<file path="src/rtl/aes_ct_packer.sv">
// Packs the aes_api ciphertext strobe stream into framed 128-bit packets:
// two bypass-text header beats, then the packet's blocks; drops on overflow.
module aes_ct_packer #(
  parameter int DEPTH     = 8,
  parameter int HDR_DEPTH = 2,
  parameter int BYPASS_W  = 161
) (
  input  logic                  clk,
  input  logic                  reset_n,
  input  logic                  i_cp_ready,
  input  logic [127:0]          i_cipher_text,
  input  logic                  i_last,
  input  logic [BYPASS_W-1:0]   i_bypass_text,
  output logic [127:0]          o_data,
  output logic                  o_valid,
  input  logic                  i_ready,
  output logic                  o_sof,
  output logic                  o_eof,
  output logic                  o_overflow,
  output logic [$clog2(DEPTH):0] o_level
);
  localparam int AW = $clog2(DEPTH);
  localparam int HW = $clog2(HDR_DEPTH);
  localparam int LW = AW + 1;

  typedef enum logic [1:0] {IDLE, HDR0, HDR1, DATA} state_t;
  state_t state, state_nxt;

  logic [128:0]         mem  [DEPTH];
  logic [BYPASS_W-1:0]  hmem [HDR_DEPTH];
  logic [AW-1:0]        wptr, rptr;
  logic [LW-1:0]        cnt;
  logic [HW-1:0]        hwptr, hrptr;
  logic [HW:0]          hcnt;
  logic                 in_pkt, drop, overflow;
  logic                 in_pkt_nxt, drop_nxt, ovf_set;
  logic                 blk_push, blk_pop, blk_mark, hdr_push, hdr_pop;
  logic                 blk_room, hdr_room, blk_empty, hdr_empty;
  logic [128:0]         blk_head;
  logic [BYPASS_W-1:0]  hdr_head;
  logic [127:0]         hdr_hi;

  assign blk_empty = (cnt == '0);
  assign hdr_empty = (hcnt == '0);
  // Fullness is judged after a same-cycle pop.
  assign blk_room  = (cnt != LW'(DEPTH)) || blk_pop;
  assign hdr_room  = (hcnt != (HW+1)'(HDR_DEPTH)) || hdr_pop;
  assign blk_head  = mem[rptr];
  assign hdr_head  = hmem[hrptr];

  always_comb begin
    hdr_hi = '0;
    hdr_hi[BYPASS_W-129:0] = hdr_head[BYPASS_W-1:128];
  end

  // Input side: accept, or enter drop mode and close the open packet.
  always_comb begin
    blk_push   = 1'b0;
    hdr_push   = 1'b0;
    blk_mark   = 1'b0;
    ovf_set    = 1'b0;
    in_pkt_nxt = in_pkt;
    drop_nxt   = drop;
    if (i_cp_ready) begin
      if (drop) begin
        drop_nxt = !i_last;
      end else if (!blk_room || (!in_pkt && !hdr_room)) begin
        ovf_set    = 1'b1;
        drop_nxt   = !i_last;
        in_pkt_nxt = 1'b0;
        blk_mark   = in_pkt;
      end else begin
        blk_push   = 1'b1;
        hdr_push   = !in_pkt;
        in_pkt_nxt = !i_last;
      end
    end
  end

  always_comb begin
    state_nxt = state;
    o_valid   = 1'b0;
    o_sof     = 1'b0;
    o_eof     = 1'b0;
    o_data    = '0;
    hdr_pop   = 1'b0;
    blk_pop   = 1'b0;
    case (state)
      IDLE: if (!hdr_empty && !blk_empty) state_nxt = HDR0;
      HDR0: begin
        o_valid = 1'b1;
        o_sof   = 1'b1;
        o_data  = hdr_head[127:0];
        if (i_ready) state_nxt = HDR1;
      end
      HDR1: begin
        o_valid = 1'b1;
        o_data  = hdr_hi;
        if (i_ready) begin
          hdr_pop   = 1'b1;
          state_nxt = DATA;
        end
      end
      DATA: if (!blk_empty) begin
        o_valid = 1'b1;
        o_data  = blk_head[127:0];
        o_eof   = blk_head[128];
        if (i_ready) begin
          blk_pop = 1'b1;
          if (blk_head[128]) state_nxt = IDLE;
        end
      end
      default: state_nxt = IDLE;
    endcase
  end

  always_ff @(posedge clk or negedge reset_n) begin
    if (!reset_n) begin
      state    <= IDLE;
      wptr     <= '0;
      rptr     <= '0;
      cnt      <= '0;
      hwptr    <= '0;
      hrptr    <= '0;
      hcnt     <= '0;
      in_pkt   <= 1'b0;
      drop     <= 1'b0;
      overflow <= 1'b0;
    end else begin
      state  <= state_nxt;
      in_pkt <= in_pkt_nxt;
      drop   <= drop_nxt;
      if (ovf_set)  overflow <= 1'b1;
      if (blk_push) wptr  <= wptr + AW'(1);
      if (blk_pop)  rptr  <= rptr + AW'(1);
      if (hdr_push) hwptr <= hwptr + HW'(1);
      if (hdr_pop)  hrptr <= hrptr + HW'(1);
      if (blk_push && !blk_pop)      cnt <= cnt + LW'(1);
      else if (!blk_push && blk_pop) cnt <= cnt - LW'(1);
      if (hdr_push && !hdr_pop)      hcnt <= hcnt + (HW+1)'(1);
      else if (!hdr_push && hdr_pop) hcnt <= hcnt - (HW+1)'(1);
    end
  end

  // Storage needs no reset; outputs are gated by FSM state and counts.
  always_ff @(posedge clk) begin
    if (blk_push) mem[wptr] <= {i_last, i_cipher_text};
    if (blk_mark) mem[wptr - AW'(1)][128] <= 1'b1;
    if (hdr_push) hmem[hwptr] <= i_bypass_text;
  end

  assign o_level    = cnt;
  assign o_overflow = overflow;

endmodule

</file>
<file path="config.mk">
export PLATFORM = sky130hd
export DESIGN_NAME = aes_ct_packer
export DESIGN_NICKNAME = d
export VERILOG_FILES = /design/src/rtl/aes_ct_packer.sv
export SDC_FILE = /design/constraint.sdc
export NUM_CORES = 1
export LEC_CHECK = 0
export CORE_UTILIZATION = 60
export DETAILED_ROUTE_END_ITERATION = 6
export PLACE_DENSITY_LB_ADDON = 0.25
export SLEW_MARGIN = 20
export SYNTH_ARGS = -nofsm -noshare
export SYNTH_HDL_FRONTEND = slang
export SYNTH_SLANG_ARGS = --single-unit
</file>
<file path="constraint.sdc">
create_clock -name clk -period 20.3 [get_ports clk]
set_input_delay 4.06 -clock clk [delete_from_list [all_inputs] [get_ports clk]]
set_output_delay 4.06 -clock clk [all_outputs]
set_load 0.05 [all_outputs]
</file>
==> metrics.md <==
| Metric | Value |
|---|---|
| Die X | `300 um` |
| Worst path slowest cell | `buf_4` |
| Hold WS | `485 ps` |
| Register area share after synthesis | `0.770` |
| Drt first pass iters | `6` |
| RSZ-0062 raised after global routing | `false` |
| Max Buffers Root-to-Sink | `3` |
| Synth Net Count | `2790` |
| Ys flop type | `edfxtp_1` |
| FF-to-FF path depth | `7` |
| Peak supply drop | `139 uV` |
| Clock transition at path regs | `60 ps` |
| Vias in the first global route | `27500` |
| Flops & latches, synth | `1373` |
| Leak | `20.5 nW` |
| Worst Setup Path Type | `reg2out` |
| # rows | `109` |
| Antenna violations before repair | `13` |
| Post-route ant nets | `0` |
| Post-CTS resize count | `0` |
| Highest fanout seen on the critical path | `73` |
| Fin cells | `4220` |
| Root Driver | `clkbuf_16` |
| Core Area | `88200 um2` |
| DR WL/cell | `27.0 um` |
| Post-Syn Area | `53400 um2` |
| Minimum clock period | `9330 ps` |
| Initial core utilization | `0.605` |
| Post-synth ARST share | `0.0138` |
| CP peak stage delay | `930 ps` |
| Final Max Tran Viols | `0` |
| Leading cell type by number of instances after synthesis | `edfxtp_1` |
| Layout cell share with drive strength beyond 1 | `0.186` |
| Final hold vios | `0` |
| Status | `completed` |
| Area leader, netlist | `edfxtp_1` |
| Total power draw | `9.61 mW` |
| Synth Instances | `2483` |
| # port buffers | `429` |
| Setup Fix Bufs, Post-CTS | `0` |
| WHS Endpoint | `hcnt[1]` |
| Worst rel slew slack | `0.245` |
| Worst R2R Setup Slack | `15550 ps` |
| Vias | `26000` |
| WP buf/inv | `3` |
| Yosys top cell area share | `0.761` |
| CP required | `16240 ps` |
| Yosys cell types | `46` |
| Vert. Die Dim | `300 um` |
| Hpwl dp | `62.6 mm` |
| Average cell area after synthesis | `21.5 um2` |
| Fmax | `107 MHz` |
| Fill count | `5143` |
| Worst min path class | `reg2reg` |
| Fin util | `0.716` |
| Setup_tns | `0 ps` |
| Worst setup EP type | `output pin` |
| Area grow syn2layout | `18.3%` |
| GRT overflow | `0` |
| Largest cells by area after synthesis | `edfxtp_1, mux4_2, mux2i_1` |
| Placed Instances | `3965` |
| EDFF count, synth | `1354` |
| Crit path DAT | `5270 ps` |
| Hold Crit Start | `hcnt[1]` |
| Fin crit share | `0.460` |
| Worst slew pin tran | `1130 ps` |
| Largest net degree at the start of global routing | `131` |
| Top delay family on crit path | `buffers and inverters` |
| I/O pin count | `430` |
| Post-CTS Hold Fix Bufs | `0` |
| Starting DRT DRC Count | `2144` |
| # setup viols final | `0` |
| Layout Skew | `26.4 ps` |
| Startpoint Class | `flop` |
| GRT Total Usage | `0.255` |
| Final Net Count | `3249` |
| Cell Chain, Critical Path | `buf_4, buf_4, mux4_2, mux2i_1, o22ai_1, clkdlybuf4s50_1` |
| Clk_lat worst skew | `740 ps` |
| Clk sink count | `1373` |
| Power density over cell area | `152 nW/um2` |
| Final RePlAce weighted congestion | `0.802` |
| H-Tree Depth | `4` |
| Global-route wire length before repair | `169 mm` |
| Synth cell count leaders | `edfxtp_1, mux4_2, mux2i_1, and2_1, o22ai_1` |
| Synth warn | `0` |
| TritonCTS buffer count | `138` |
| Reg2reg start | `state[0]` |
| Hold Crit Depth | `1` |
| Drt drc | `0` |
| Via density | `6.17` |
| RR Endpoint | `mem[1][86]` |
| Max-cap check violation count | `0` |
| Cell with the most instances on the worst path | `buf_4` |
| Die area | `90200 um2` |
| CTS tree | `built` |
| Drt total wl | `114 mm` |
==> cell usage in the layout, fill, tap and decap left out, types with 3 or more instances in the layout <==
cell | Yosys | routed
mux4_2 | 258 | 258
bufinv_16 | 0 | 5
o211ai_1 | 3 | 3
a31oi_1 | 3 | 3
clkinv_2 | 0 | 24
clkinv_1 | 0 | 33
mux2_2 | 69 | 69
dfrtp_4 | 0 | 4
inv_1 | 9 | 9
buf_4 | 21 | 25
diode_2 | 0 | 7
edfxtp_1 | 1354 | 1354
o22ai_1 | 128 | 128
inv_6 | 0 | 7
xnor2_1 | 11 | 11
nand3_1 | 10 | 9
clkbuf_16 | 0 | 144
a22oi_1 | 33 | 33
dfrtp_1 | 19 | 15
clkdlybuf4s50_1 | 0 | 429
nor2b_1 | 4 | 4
nand4_1 | 4 | 4
mux2i_1 | 227 | 227
nor2_1 | 9 | 5
clkbuf_1 | 61 | 30
nand2_1 | 8 | 8
xor2_1 | 3 | 3
and2_1 | 129 | 129
buf_12 | 0 | 10
nand2b_1 | 4 | 3
nor2_4 | 0 | 4
nor3_2 | 1 | 3
ha_1 | 12 | 12
a21oi_1 | 12 | 10
==> stage by stage <==
| step | area, um2 | worst slack (ps) |
|---|---|---|
| 2_1_floorplan | 53400 | 5360 |
| 3_3_place_gp | 58900 | 11760 |
| 3_5_place_dp | 58900 | 11670 |
| 4_1_cts | 63100 | 10920 |
| 5_1_grt | 63200 | 10680 |
| 6_report | 63200 | 10970 |
==> flip-flops by register name, indices dropped and copies added, names as in the netlist <==
register	count
state	2
o_level	4
o_overflow	1
hcnt	2
in_pkt	1
drop	1
wptr	3
mem	1032
hmem	322
hrptr	1
rptr	3
hwptr	1
==> worst max path at each step <==
stage / end / slack, ps / cells after the start / startpoint
2_1_floorplan: mem[2][0] / 5360 / 4 / i_ready
3_3_place_gp: o_data[117] / 11760 / 6 / rptr[2]
3_5_place_dp: mem[1][86] / 11670 / 7 / i_ready
4_1_cts: o_data[117] / 10920 / 6 / rptr[2]
5_1_grt: o_data[117] / 10680 / 6 / rptr[2]
6_report: o_data[79] / 10970 / 6 / rptr[2]
==> area by class of cell <==
class                      instances  area, um2  share of cell area
antenna                            7       17.5            0.000277
clock buffer                     174       3720              0.0588
timing repair buffer             466       4720              0.0747
multi-input combinational        954      11600               0.184
sequential                      1373      41100               0.651
inverter                           9       33.8            0.000535
clock inverter                    72        487             0.00770
tap                             1165       1460              0.0231
==> cells by family (layout without fill, tap and decap cells) <==
family / count (synthesis) / in the layout / synth area share
AOI/OAI and AO/OA: 192 / 192 / 0.0236
xor gates and xnor gates: 14 / 14 / 0.00230
adders and majority gates: 13 / 13 / 0.00319
buffers and inverters: 156 / 721 / 0.0147
DFF: 1373 / 1373 / 0.770
muxes: 554 / 554 / 0.166
other: 0 / 7 / 0
and+or+nand+nor: 181 / 181 / 0.0204
==> metal layers <==
layer / GRT usage / vias up / routed length [um] / share of wire
li1: - / 11300 / - / -
met1: 0.346 / 13700 / 45100 / 0.40
met2: 0.423 / 960 / 58500 / 0.51
met3: 0.0499 / 158 / 7820 / 0.069
met4: 0.0807 / 14 / 2310 / 0.020
met5: 0 / - / 99 / 0.00087
==> power breakdown <==
| part | switching [mW] | internal, mW | total (mW) |
|---|---|---|---|
| Clock | 1.01 | 1.36 | 2.37 |
| Sequential | 0.168 | 3.61 | 3.78 |
| Combinational | 2.12 | 1.34 | 3.46 |
No activity file was read; power rests on OpenSTA's default activity.
